===== config.mk =====
export PLATFORM = sky130hd
export DESIGN_NAME = mem_port_arbiter
export DESIGN_NICKNAME = d
export VERILOG_FILES = /design/src/rtl/mem_port_arbiter.sv
export SDC_FILE = /design/constraint.sdc
export NUM_CORES = 1
export LEC_CHECK = 0
export BUFFER_PORTS_ARGS = -buffer_cell sky130_fd_sc_hd__buf_2
export CORE_MARGIN = 2
export CORE_UTILIZATION = 38
export CTS_BUF_LIST = sky130_fd_sc_hd__clkbuf_16
export CTS_CLUSTER_DIAMETER = 80
export CTS_CLUSTER_SIZE = 24
export DETAILED_ROUTE_END_ITERATION = 8
export HOLD_SLACK_MARGIN = 0.06
export PLACE_DENSITY_LB_ADDON = 0.08
export SYNTH_ARGS = -nofsm -noshare
export SYNTH_HDL_FRONTEND = slang
export SYNTH_SLANG_ARGS = --single-unit
export TNS_END_PERCENT = 5

===== constraint.sdc =====
create_clock -name clock -period 1.6 [get_ports clock]
set_input_delay 0.16 -clock clock [delete_from_list [all_inputs] [get_ports clock]]
set_output_delay 0.16 -clock clock [all_outputs]
set_load 0.01 [all_outputs]

===== src/rtl/mem_port_arbiter.sv =====
// mem_port_arbiter
// Shares one single-ported memory between the instruction-fetch read port
// and the data load/store port. One transaction is outstanding at a time.
// Data has fixed priority over fetch, except that a saturating starvation
// counter forces a fetch grant after STARVE_LIMIT consecutive data grants
// made while fetch was waiting. Responses return to the port that owns the
// transaction one cycle after the memory response.
// Optional build macro: ARB_PERF_CNT_EN adds three 32-bit performance
// counters (fetch grants, data grants, fetch wait cycles) as extra outputs.
module mem_port_arbiter #(
  parameter int ADDR_W       = 32,
  parameter int DATA_W       = 32,
  parameter int STARVE_LIMIT = 4
) (
  input  logic              clock,
  input  logic              reset,
  // instruction fetch port
  input  logic              i_rd_en,
  input  logic [ADDR_W-1:0] i_rd_addr,
  output logic [DATA_W-1:0] i_rd_data,
  output logic              i_rd_valid,
  // data load/store port
  input  logic              d_rd_en,
  input  logic              d_wr_en,
  input  logic [ADDR_W-1:0] d_addr,
  input  logic [DATA_W-1:0] d_wr_data,
  input  logic [3:0]        d_wr_mask,
  output logic [DATA_W-1:0] d_rd_data,
  output logic              d_rd_valid,
  output logic              d_wr_done,
  // shared memory side
  output logic              s_req_valid,
  input  logic              s_req_ready,
  output logic              s_req_we,
  output logic [ADDR_W-1:0] s_req_addr,
  output logic [DATA_W-1:0] s_req_wdata,
  output logic [3:0]        s_req_wmask,
  input  logic              s_resp_valid,
  input  logic [DATA_W-1:0] s_resp_rdata
`ifdef ARB_PERF_CNT_EN
  ,
  output logic [31:0]       perf_i_grants,
  output logic [31:0]       perf_d_grants,
  output logic [31:0]       perf_i_wait
`endif
);

  // Counter wide enough to hold STARVE_LIMIT; at least one bit so a
  // disabled limit (0) still yields a legal vector.
  localparam int               CNT_W      = (STARVE_LIMIT < 1) ? 1 : $clog2(STARVE_LIMIT + 1);
  localparam logic [CNT_W-1:0] STARVE_MAX = CNT_W'(STARVE_LIMIT);
  localparam bit               STARVE_EN  = (STARVE_LIMIT != 0);

  typedef enum logic [1:0] {
    IDLE = 2'd0,
    REQ  = 2'd1,
    RESP = 2'd2
  } state_t;

  // Fetch is encoded as 0 so the reset owner value is 0.
  typedef enum logic [1:0] {
    OWN_FETCH = 2'd0,
    OWN_STORE = 2'd1,
    OWN_LOAD  = 2'd2
  } owner_t;

  state_t           state;
  owner_t           owner;
  logic [CNT_W-1:0] starve_cnt;

  logic grant_fetch;
  logic grant_store;
  logic grant_load;

  // Saturating increment of the starvation counter.
  function automatic logic [CNT_W-1:0] sat_inc(input logic [CNT_W-1:0] v);
    if (v >= STARVE_MAX) begin
      return STARVE_MAX;
    end
    return v + CNT_W'(1);
  endfunction

  // Grant decision, only meaningful in IDLE; first matching rule wins.
  always_comb begin
    grant_fetch = 1'b0;
    grant_store = 1'b0;
    grant_load  = 1'b0;
    if (state == IDLE) begin
      if (i_rd_en && STARVE_EN && (starve_cnt == STARVE_MAX)) begin
        grant_fetch = 1'b1;
      end else if (d_wr_en) begin
        grant_store = 1'b1;
      end else if (d_rd_en) begin
        grant_load = 1'b1;
      end else if (i_rd_en) begin
        grant_fetch = 1'b1;
      end
    end
  end

  // Arbitration FSM: latches the granted request, drives the memory
  // request, captures the response and pulses the owning master.
  always_ff @(posedge clock) begin
    if (reset) begin
      state       <= IDLE;
      owner       <= OWN_FETCH;
      starve_cnt  <= '0;
      s_req_valid <= 1'b0;
      s_req_we    <= 1'b0;
      s_req_addr  <= '0;
      s_req_wdata <= '0;
      s_req_wmask <= 4'h0;
      i_rd_valid  <= 1'b0;
      i_rd_data   <= '0;
      d_rd_valid  <= 1'b0;
      d_rd_data   <= '0;
      d_wr_done   <= 1'b0;
    end else begin
      i_rd_valid <= 1'b0;
      d_rd_valid <= 1'b0;
      d_wr_done  <= 1'b0;
      case (state)
        IDLE: begin
          // Starvation bookkeeping: a fetch grant or an idle fetch port
          // restarts the count; data grants over a waiting fetch add one.
          if (grant_fetch) begin
            starve_cnt <= '0;
          end else if ((grant_store || grant_load) && i_rd_en) begin
            starve_cnt <= sat_inc(starve_cnt);
          end else if (!i_rd_en) begin
            starve_cnt <= '0;
          end

          if (grant_fetch) begin
            owner       <= OWN_FETCH;
            s_req_we    <= 1'b0;
            s_req_addr  <= i_rd_addr;
            s_req_wdata <= '0;
            s_req_wmask <= 4'h0;
            s_req_valid <= 1'b1;
            state       <= REQ;
          end else if (grant_store) begin
            owner       <= OWN_STORE;
            s_req_we    <= 1'b1;
            s_req_addr  <= d_addr;
            s_req_wdata <= d_wr_data;
            s_req_wmask <= d_wr_mask;
            s_req_valid <= 1'b1;
            state       <= REQ;
          end else if (grant_load) begin
            owner       <= OWN_LOAD;
            s_req_we    <= 1'b0;
            s_req_addr  <= d_addr;
            s_req_wdata <= '0;
            s_req_wmask <= 4'h0;
            s_req_valid <= 1'b1;
            state       <= REQ;
          end
        end

        REQ: begin
          // Request fields stay frozen until the memory accepts them.
          if (s_req_ready) begin
            s_req_valid <= 1'b0;
            state       <= RESP;
          end
        end

        RESP: begin
          // Response routed to the owner; the pulse appears next cycle.
          if (s_resp_valid) begin
            state <= IDLE;
            case (owner)
              OWN_FETCH: begin
                i_rd_valid <= 1'b1;
                i_rd_data  <= s_resp_rdata;
              end
              OWN_LOAD: begin
                d_rd_valid <= 1'b1;
                d_rd_data  <= s_resp_rdata;
              end
              OWN_STORE: begin
                d_wr_done <= 1'b1;
              end
              default: begin
              end
            endcase
          end
        end

        default: begin
          state       <= IDLE;
          s_req_valid <= 1'b0;
        end
      endcase
    end
  end

`ifdef ARB_PERF_CNT_EN
  logic fetch_busy;
  assign fetch_busy = (state != IDLE) && (owner == OWN_FETCH);

  // Performance counters; wrap naturally at 2^32.
  always_ff @(posedge clock) begin
    if (reset) begin
      perf_i_grants <= 32'd0;
      perf_d_grants <= 32'd0;
      perf_i_wait   <= 32'd0;
    end else begin
      if (grant_fetch) begin
        perf_i_grants <= perf_i_grants + 32'd1;
      end
      if (grant_store || grant_load) begin
        perf_d_grants <= perf_d_grants + 32'd1;
      end
      if (i_rd_en && !fetch_busy && !grant_fetch) begin
        perf_i_wait <= perf_i_wait + 32'd1;
      end
    end
  end
`endif

endmodule


Word level (Yosys, flattened, before mapping)
Cells that the tools add are included.
Word-level totals
  output and inout bits: 137
  bits in registers: 144
  logic and storage cells: 90
  input port bits: 139
Operators by class
  multiplexer cells: 51
  eq/ne operators: 9
  bitwise logic cells: 2
  reductions and logical operators: 13
  add/sub/neg operators: 1
  magnitude comparators: 1
Operators with widths (number)
  $mux W32: 6
  $mux W1: 27
  $mux W2: 8
  $mux W3: 5
  $mux W4: 3
  $reduce_and A3 Y1: 4
  $pmux W2 S3: 1
  $eq A2 B1 Y1 const B: 2
  $eq A2 B2 Y1 const B: 2
  $logic_not A2 Y1: 2
  $ne A2 B2 Y1 const B: 2
  $ne A4 B4 Y1 const B: 1
  $reduce_and A2 Y1: 2
  $add A3 B1 Y3 const B: 1
  $eq A3 B3 Y1 const B: 1
  $ge A3 B3 Y1 const B: 1
  $ne A3 B1 Y1 const B: 1
  $pmux W1 S3: 1
  $reduce_bool A3 Y1: 1
  $reduce_or A3 Y1: 1
  $logic_and A1 B1 Y1: 2
  $not A1 Y1: 2
  $logic_or A1 B1 Y1: 1

Longest topological paths before layout
Gate-level depths: netlist of the first run.
  word-level depth: 13
  depth in mapped cells: 7
  gate-level depth less buffers: 5

Least setup slack after synthesis of the first run
No wires, ideal clock.
  kind: register to register
  from: register starve_cnt[0]
  to: register s_req_addr[17]
  setup time: 0.091 ns
  path slack: 0.212 ns
  arrival time: 1.297 ns
  cell stages (with the launch flop): 7
  clock period less this slack: 1.388 ns
  path through: dfxtp_1 > inv_1 > ha_1 > a2bb2oi_2 > buf_2 > o21ai_0 > a311oi_1
Between the ends
  word-level cells in the longest chain between the ends: 6
Ends and longest elaborated chain
  start, declared: line 69  | logic [CNT_W-1:0] starve_cnt;
  start signal, assigned: line 129  | starve_cnt <= sat_inc(starve_cnt);
  $eq A3 B3 Y1 *: line 89  | if (i_rd_en && STARVE_EN && (starve_cnt == STARVE_MAX)) begin
  $logic_and A1 B1 Y1 *: line 89
  $mux W1: line 89
  $mux W1: line 88  | if (state == IDLE) begin
  $reduce_bool A3 Y1 (no source line) / $mux W32 (equally long branches)
  $reduce_and A2 Y1 (no source line) / $mux W32 (equally long branches)
  end signal, assigned: line 137  | s_req_addr <= i_rd_addr;
  end signal, assigned: line 145  | s_req_addr <= d_addr;
  end signal, assigned: line 153  | s_req_addr <= d_addr;
  end, declared: line 35  | output logic [ADDR_W-1:0] s_req_addr,
Mark *: on every way between the ends. The rest lies on a longest branch, timed or not.
A chain may end at the register's enable or synchronous reset.

Worst setup path after layout of the first run
  from: register starve_cnt[1]
  to: register s_req_addr[22]
The elaborated chain is that of the path after synthesis.

==> impl_metrics.ini, run 1 <==
[yosys]
yosysTopAreaCellShare_pct = 47.93
yosysSeqAreaShare_pct = 47.93
synth-xor-area-share_pct = 0
yosysWarnings = 0
synth.area.top_cells = dfxtp_1 48%, a21oi_1 11%, nand3_1 11%, o21ai_0 6.8%, a311oi_1 4.7%
ys_seq_elements = 143
yosys.area_share.simple_pct = 14.79
async_flop_share_pct = 0
syn-num-nets = 849
synth_mux_area_share_pct = 0
synth_area_per_cell_um2 = 8.437
synth_compound_area_share_pct = 28.99
synthAdderAreaFrac_pct = 0.4189
synth_top_family_by_area = compound AO/OA/AOI/OAI gates
synth_cells = 708
synth_area_um2 = 5973
yosysUniqueCellTypes = 39
synth_edf_count = 0
synth.largest_area_cell = dfxtp_1
ys.flop_type = dfxtp_1

[finish]
antenna_cells = 0
layout.cells.non_filler = 1303
area.growth.synth_to_final_pct = 59.89
drive_above_1_share_pct = 32.23
fin_area_um2 = 9550
final_nets = 1221

[sta]
min_period_ns = 1.603
worst_slew_pin_slew_ns = 0.6564
relSlewSlack_pct = 56.24
hold_slack_ns = 0.1488
hold_viol_final = 0
setup_violations = 1
fin_crit_sh_pct = 100.2
max_freq_ghz = 0.6240
drv_slew = 0
fin_ws_ns = -0.002667
rsz0062_at_grt = yes
fin_skew_ns = 0.01177

[floorplan]
core_um2 = 15260
dieArea_um2 = 16740
start_util_pct = 39.15
pin_count = 276
dieHeight_um = 129.4
die_x_um = 129.4
rows = 45

[power_and_ir_drop]
irDropWorstVdd_mv = 0.7563
p_per_area_nw_per_um2 = 991.8
p_leak_nw = 4.002

[detailed_routing]
drc = 0
ant_nets = 0
viasPerCell = 5.392
wl_met2_um = 10710
first_pass_iters = 5
met1_length_um = 8373
post_drt_wl_per_cell_um = 16.43
highest_layer = met5
vias = 7026
first_iter_violations = 487
met3_length_um = 1693
wl_um = 21410

[grt]
grt_pass1_vias = 6828
antenna_found_initial = 1
grt_max_degree = 67
grt_pass1_wl_um = 32900
gr-total-overflow = 0
grt.total_usage_pct = 24.40

[worst_setup_path]
endpoint_kind = register
r2r_end = s_req_addr[22]
path_buf_inv = 2
path_class = reg2reg
crit_path_cell_trace = inv_1, ha_4, a2bb2oi_4, clkbuf_16, o21ai_0, a311oi_1
cp_slowest_stage_delay_ns = 0.36
r2r_cells = 6
rrSetupSlack_ns = -0.003
cpMaxStageDelayCell = dfxtp_1
cp.required_ns = 1.92
critPathMaxFanout = 16
arrival_ns = 1.92
crit_start = starve_cnt[1]
regToRegStartpoint = starve_cnt[1]
endpoint = s_req_addr[22]
cp_num_cells = 6
cp-start-kind = register
crit_family = compound AO/OA/AOI/OAI gates

[clocking]
clockBufferDepth = 2
numCtsBuffers = 17
cts_sinks = 143
worstSkewPairLatency_ns = 0.42
h-tree-depth = 4
clk_pin_slew_ns = 0.06
cts_tree = done
cts-root-buf = clkbuf_16

[place]
dp.cells = 1136
io_buffers = 275
placed_area_um2 = 7533
place.gp.congestion = 0.7795
hpwl_um = 12400

[run_status]
violations = negative setup slack
status = finished, violations left

[job]
drv_cap = 0

[min_path]
hold_class = in2reg
-- cells in the final DEF (no fill, tap or decap), types with 2 or more instances in the layout --
cell and instances:
dfxtp_1 142, o21ai_0 80, o21ai_2 8, o21ai_1 47, nand2_1 5, buf_2 274
nand3_1 133, buf_12 12, bufinv_16 4, buf_4 17, clkinvlp_4 2, clkinv_1 4
inv_1 4, nor2_1 4, a21oi_1 137, clkbuf_16 19, a311oi_1 32, dlygate4sd3_1 134
nor3_2 2, nand4b_1 4, nand3b_1 2
-- cell usage after synthesis (2+ instances only) --
cell,number
dfxtp_1,143
buf_4,5
o21ai_0,81
inv_1,2
buf_2,32
ha_1,2
nand3b_1,2
clkbuf_2,2
o21ai_1,46
o21ai_2,8
clkbuf_1,36
nand4b_1,4
nand2_1,5
nand3_1,133
buf_6,10
a311oi_1,32
nor3_2,3
a21oi_1,137
nor2_1,5
-- power breakdown --
part           internal [mW]  leakage, nW  switching, mW
Combinational          0.750         2.54          0.848
Clock                   2.57        0.292           1.47
Sequential              3.74         1.17         0.0977
Total                   7.06         4.00           2.41
-- worst min-delay path by stage --
stage	startpoint	depth (start not counted)	slack (ns)	endpoint
6_report	d_rd_en	3	0.15	owner[1]
5_1_grt	d_rd_en	3	0.15	owner[1]
4_1_cts	d_rd_en	3	0.12	owner[1]
3_5_place_dp	s_req_ready	2	0.42	state[0]
3_3_place_gp	s_req_ready	2	0.40	state[0]
2_1_floorplan	s_req_ready	1	0.28	state[0]
-- cell families after synthesis --
kind of cell    after synthesis
compound gates              310
simple gates                164
flops                       143
buf+inv                      89
fa+ha+maj                     2
-- layout make-up --
| type | instances | area [µm²] |
|---|---|---|
| Clock buffer | 17 | 425.4 |
| Sequential cell | 143 | 2864 |
| Clock inverter | 14 | 175.2 |
| Multi-Input combinational cell | 476 | 2680 |
| Fill cell | 1274 | 5708 |
| Tap cell | 211 | 264.0 |
| Timing Repair Buffer | 439 | 3131 |
| Inverter | 3 | 11.26 |
-- per-stage QoR --
step | total power, mW | utilization (%) | TNS [ns] | setup slack (ns)
finish | 9.472 | 62.59 | -0.002667 | -0.002667
global route | 9.870 | 62.59 | -0.2423 | -0.03928
CTS | 9.501 | 62.10 | 0 | 0.04025
detailed placement | 5.190 | 49.37 | 0 | 0.02202
global placement | 5.160 | 49.37 | 0 | 0.1456
floorplan | 4.636 | - | 0 | 0.2116
-- flip-flops by register name, summed over array words and instances, names as in the netlist --
signal / cells
i_rd_valid: 1
d_wr_done: 1
state: 2
s_req_addr: 32
i_rd_data: 32
d_rd_valid: 1
s_req_wdata: 32
d_rd_data: 32
starve_cnt: 3
s_req_wmask: 4
owner: 2
s_req_valid: 1
-- tightest hold or removal path, stage by stage --
cell      delay (ns)
buf_2           0.17
nand4b_1        0.11
a21oi_1         0.06
-- layer usage --
layer | track usage, % | vias up
met5 | 0 | -
met4 | 10.10 | 2
met3 | 6.524 | 56
met1 | 28.44 | 3255
met2 | 42.41 | 357
li1 | - | 3356
-- timing repair --
action | 4_1_cts | 5_1_grt
hold buffers | 134 | 0
resized for setup | 0 | 5
hold endpoints to repair | 134 | 0
buffers inserted | 0 | 0
setup endpoints to repair | 0 | 29
Note: power is estimated with default switching activity, not from simulation.
==> run 2, diff against run 1 <==
- clock period: 1.6 -> 1.8 ns (I/O delays scaled with it)
==> impl_metrics.ini, run 2 (same netlist as run 1, synthesis figures left out) <==
[run_status]
status = finished clean

[sta]
worst_slew_pin_slew_ns = 0.5277
fin_ws_ns = 0.1612
hold_slack_ns = 0.08074
fin_crit_sh_pct = 91.05
drv_slew = 0
fin_skew_ns = 0.005853
finalSetupTns_ns = 0
max_freq_ghz = 0.6102
setup_violations = 0
min_period_ns = 1.639
hold_viol_final = 0
relSlewSlack_pct = 64.82
rsz0062_at_grt = no

[floorplan]
dieHeight_um = 129.4
rows = 45
die_x_um = 129.4
dieArea_um2 = 16740
pin_count = 276
core_um2 = 15260
start_util_pct = 39.15

[place]
io_buffers = 275
place_ws_ns = 0.1840
hpwl_um = 12390
place.gp.congestion = 0.7903

[finish]
area.growth.synth_to_final_pct = 55.97
drive_above_1_share_pct = 32.26
mostFrequentLayoutCells = 274 x buf_2, 143 x dfxtp_1, 137 x a21oi_1
final_common_cell = buf_2
final_nets = 1210
fill_cells = 1332

[detailed_routing]
post_drt_wl_per_cell_um = 16.48
viasPerCell = 5.393
vias = 6979
met3_length_um = 1419
wl_um = 21330
met1_length_um = 8718
drc = 0
wl_met2_um = 10680
first_pass_iters = 5
highest_layer = met4
ant_nets = 0
first_iter_violations = 453

[grt]
antenna_found_initial = 0
grt.total_usage_pct = 24.47
grt_pass1_vias = 6633
grt_pass1_wl_um = 32620
grt_max_degree = 67
gr-total-overflow = 0

[job]
drv_cap = 0

[worst_setup_path]
endpoint_kind = register
r2r_end = s_req_addr[29]
critPathMaxFanout = 24
cp.required_ns = 2.12
path_class = reg2reg
rrSetupSlack_ns = 0.16
cp-start-kind = register
r2r_cells = 6
regToRegStartpoint = starve_cnt[0]
arrival_ns = 1.95

[clocking]
clk_pin_slew_ns = 0.06
clockBufferDepth = 2
cts-root-buf = clkbuf_16
numCtsBuffers = 17
cts_sinks = 143
h-tree-depth = 4
cts_tree = done
worstSkewPairLatency_ns = 0.41
cts_post_setup_buffers_inserted = 0

[power_and_ir_drop]
clock_power_share_pct = 41.1
irDropWorstVdd_mv = 0.6867
total_power_mw = 8.125
internal-power_mw = 5.960
p_per_area_nw_per_um2 = 872.1
switchingPower_mw = 2.165
p_comb_share_pct = 16.9
swShare_pct = 26.65
p_leak_nw = 3.905
seqPwrFrac_pct = 42.0

[min_path]
min_to = s_req_addr[17]
hold_class = in2reg
min_from = i_rd_addr[17]
whs_path_depth = 3
[run 2: changes by cell type in the layout (fill, tap and decap cells not counted), sizes merged]
cell and change:
buf -4, bufinv -2, clkbuf -2, clkinv +4
diode +1, dlygate4sd3 -6, inv -1, or3b +1
[run 2: critical path, stage by stage, from the launching register on]
cell and delay [ns]:
dfxtp_1 0.33, inv_1 0.08, ha_1 0.24, o2bb2ai_2 0.27
buf_12 0.23, nand3_1 0.10, a311oi_1 0.30
[run 2: area by class of cell]
type	instances	area, µm²	share of cell area, %
timing repair buffer	427	2953	31.69
sequential	143	2863	30.73
multi-input combinational	477	2668	28.63
clock buffer	17	425.4	4.566
tap	211	264.0	2.834
clock inverter	15	130.1	1.397
inverter	3	11.26	0.1209
antenna	1	2.502	0.02686
[run 2: power groups by stage]
| stage | clock, mW | sequential (mW) | combinational [mW] |
|---|---|---|---|
| 2_1_floorplan | 0 | 3.53 | 0.589 |
| 4_1_cts | 3.42 | 3.40 | 1.34 |
| 5_1_grt | 3.56 | 3.42 | 1.49 |
| 3_5_place_dp | 0 | 3.47 | 1.13 |
| 6_report | 3.34 | 3.41 | 1.37 |
| 3_3_place_gp | 0 | 3.47 | 1.11 |
[run 2: timing repair]
| item | in CTS | in global routing |
|---|---|---|
| gates resized for setup | 0 | 1 |
| endpoints found under the hold margin | 134 | 0 |
| endpoints found under the setup margin | 0 | 17 |
| hold buffers | 128 | 0 |
[run 2: worst max path at each step]
stage	depth (start not counted)	slack (ns)	startpoint	endpoint
floorplan	6	0.41	starve_cnt[0]	s_req_addr[17]
CTS	5	0.06	s_resp_valid	d_rd_data[16]
finish	6	0.16	starve_cnt[0]	s_req_addr[29]
global placement	6	0.27	starve_cnt[0]	s_req_addr[22]
global route	6	0.01	starve_cnt[0]	s_req_addr[29]
detailed placement	3	0.18	owner[0]	d_rd_data[16]
[run 2: stage by stage]
step / utilization, % / instance area [µm²] / std cells
finish: 61.06 / 9316 / 1294
CTS: 60.97 / 9303 / 1292
global placement: 48.93 / 7466 / 1132
detailed placement: 48.93 / 7466 / 1132
floorplan: - / 5973 / 708
global route: 61.04 / 9314 / 1293
[run 2: layer usage]
| metal | global-route usage (%) | vias to the layer above |
|---|---|---|
| li1 | - | 3331 |
| met1 | 29.12 | 3312 |
| met2 | 42.11 | 291 |
| met3 | 6.730 | 45 |
| met4 | 9.335 | 0 |
| met5 | 0 | - |
==> run 3, diff against run 2 <==
- BUFFER_PORTS_ARGS: -buffer_cell sky130_fd_sc_hd__buf_2 -> unset
- DONT_BUFFER_PORTS: unset -> 1
==> impl_metrics.ini, run 3 (same netlist as run 1, synthesis figures left out) <==
[worst_setup_path]
arrival_ns = 2.05
crit_family = buffers and inverters
critPathMaxFanout = 41
cpMaxStageDelayCell = dlygate4sd3_1
cp.required_ns = 2.15
r2r_end = starve_cnt[2]
regToRegStartpoint = state[0]
r2r_cells = 5
endpoint_kind = register
crit_path_cell_trace = or2_1, buf_8, nand2_1, a31oi_1, dlygate4sd3_1
path_class = reg2reg
cp-start-kind = register
rrSetupSlack_ns = 0.1
cp_slowest_stage_delay_ns = 0.56
path_buf_inv = 2

[power_and_ir_drop]
clock_power_share_pct = 45.1
irDropWorstVdd_mv = 0.6649
p_per_area_nw_per_um2 = 1142
total_power_mw = 7.616
seqPwrFrac_pct = 46.1
internal-power_mw = 5.716
swShare_pct = 24.94
p_comb_share_pct = 8.8
p_leak_nw = 2.090
switchingPower_mw = 1.900

[sta]
rsz0062_at_grt = yes
hold_slack_ns = -0.1477
hold_viol_final = 136
setup_violations = 0
relSlewSlack_pct = 41.35
max_freq_ghz = 0.5873
min_period_ns = 1.703
worst_slew_pin_slew_ns = 0.8798
fin_crit_sh_pct = 94.60
fin_ws_ns = 0.09723
fin_skew_ns = 0.004776
drv_slew = 0

[finish]
antenna_cells = 0
seq_area_um2 = 2863
final_nets = 807
multi_input_area_um2 = 2658
mostFrequentLayoutCells = 143 x dfxtp_1, 137 x a21oi_1, 133 x nand3_1
drive_above_1_share_pct = 9.440
fill_cells = 1525
final_common_cell = dfxtp_1
area.growth.synth_to_final_pct = 11.65

[place]
place_ws_ns = 0.2034
place.gp.congestion = 0.7314
hpwl_um = 10900
io_buffers = 0

[detailed_routing]
wl_um = 17670
vias = 5317
drc = 0
first_pass_iters = 5
ant_nets = 0
viasPerCell = 5.981
post_drt_wl_per_cell_um = 19.87
first_iter_violations = 458

[clocking]
cts_sinks = 143
cts_tree = done
h-tree-depth = 4
cts-root-buf = clkbuf_16
ctsHoldBuffers = 6
clockBufferDepth = 2
clk_pin_slew_ns = 0.06
worstSkewPairLatency_ns = 0.41
numCtsBuffers = 17

[min_path]
whs_path_depth = 1
hold_class = in2reg
min_to = s_req_addr[8]
min_from = reset

[grt]
grt_pass1_vias = 5116
gr-total-overflow = 0
grt_pass1_wl_um = 27260
antenna_found_initial = 0
grt_max_degree = 144
grt.total_usage_pct = 20.45

[run_status]
status = finished, violations left
violations = negative hold slack

[floorplan]
dieHeight_um = 129.4
core_um2 = 15260
die_x_um = 129.4
pin_count = 276
start_util_pct = 39.15
rows = 45
dieArea_um2 = 16740

[job]
drv_cap = 0
run 3: final cells by class:
| class | count | share of cell area, % |
|---|---|---|
| well taps | 211 | 3.959 |
| inverters | 3 | 0.1689 |
| multi-input cells | 476 | 39.85 |
| flip-flops and latches | 143 | 42.93 |
| clock inverters | 14 | 2.251 |
| repair buffers | 25 | 4.465 |
| clock buffers | 17 | 6.379 |
run 3: how the worst max path moves through the flow:
stage,start,slack [ns],end,depth (start not counted)
floorplan,starve_cnt[0],0.41,s_req_addr[17],6
global placement,state[0],0.27,d_rd_data[13],3
detailed placement,state[0],0.20,d_rd_data[1],3
CTS,state[0],0.03,starve_cnt[2],5
global route,state[0],-0.009,starve_cnt[2],5
finish,state[0],0.1,starve_cnt[2],5
run 3: per-layer routing:
metal	track usage (%)	vias up	wire length [µm]
met4	6.650	0	370
met2	32.72	216	8332
met5	0	-	0
met1	24.40	2552	6932
li1	-	2524	-
met3	9.496	25	2033
run 3: timing repair:
| action | 4_1_cts | 5_1_grt |
|---|---|---|
| hold endpoints to repair | 143 | 138 |
| endpoints found under the setup margin | 0 | 3 |
| resized for setup | 0 | 4 |
| setup buffers | 0 | 0 |
run 3: power groups by stage:
| stage | clock (mW) | sequential, mW | combinational, mW |
|---|---|---|---|
| 2_1_floorplan | 0 | 3.53 | 0.589 |
| 3_3_place_gp | 0 | 3.58 | 0.638 |
| 3_5_place_dp | 0 | 3.58 | 0.658 |
| 4_1_cts | 3.54 | 3.51 | 0.668 |
| 5_1_grt | 3.68 | 3.52 | 0.748 |
| 6_report | 3.44 | 3.51 | 0.669 |
run 3: worst reg2reg max path: stages, from the launching register on:
cell and delay [ns]:
dfxtp_1 0.41, or2_1 0.20, buf_8 0.24, nand2_1 0.11
a31oi_1 0.13, dlygate4sd3_1 0.56
run 3: stage by stage:
step | hold WS, ns | util, % | instance area, µm² | TNS (ns) | cells
after floorplan | 0.2991 | - | 5973 | 0 | 708
after global placement | 0.2634 | 39.48 | 6025 | 0 | 852
after detailed placement | 0.2642 | 39.48 | 6025 | 0 | 852
after CTS | -0.1747 | 43.65 | 6660 | 0 | 889
after global routing | -0.1779 | 43.71 | 6669 | -0.009954 | 889
final | -0.1477 | 43.71 | 6669 | 0 | 889
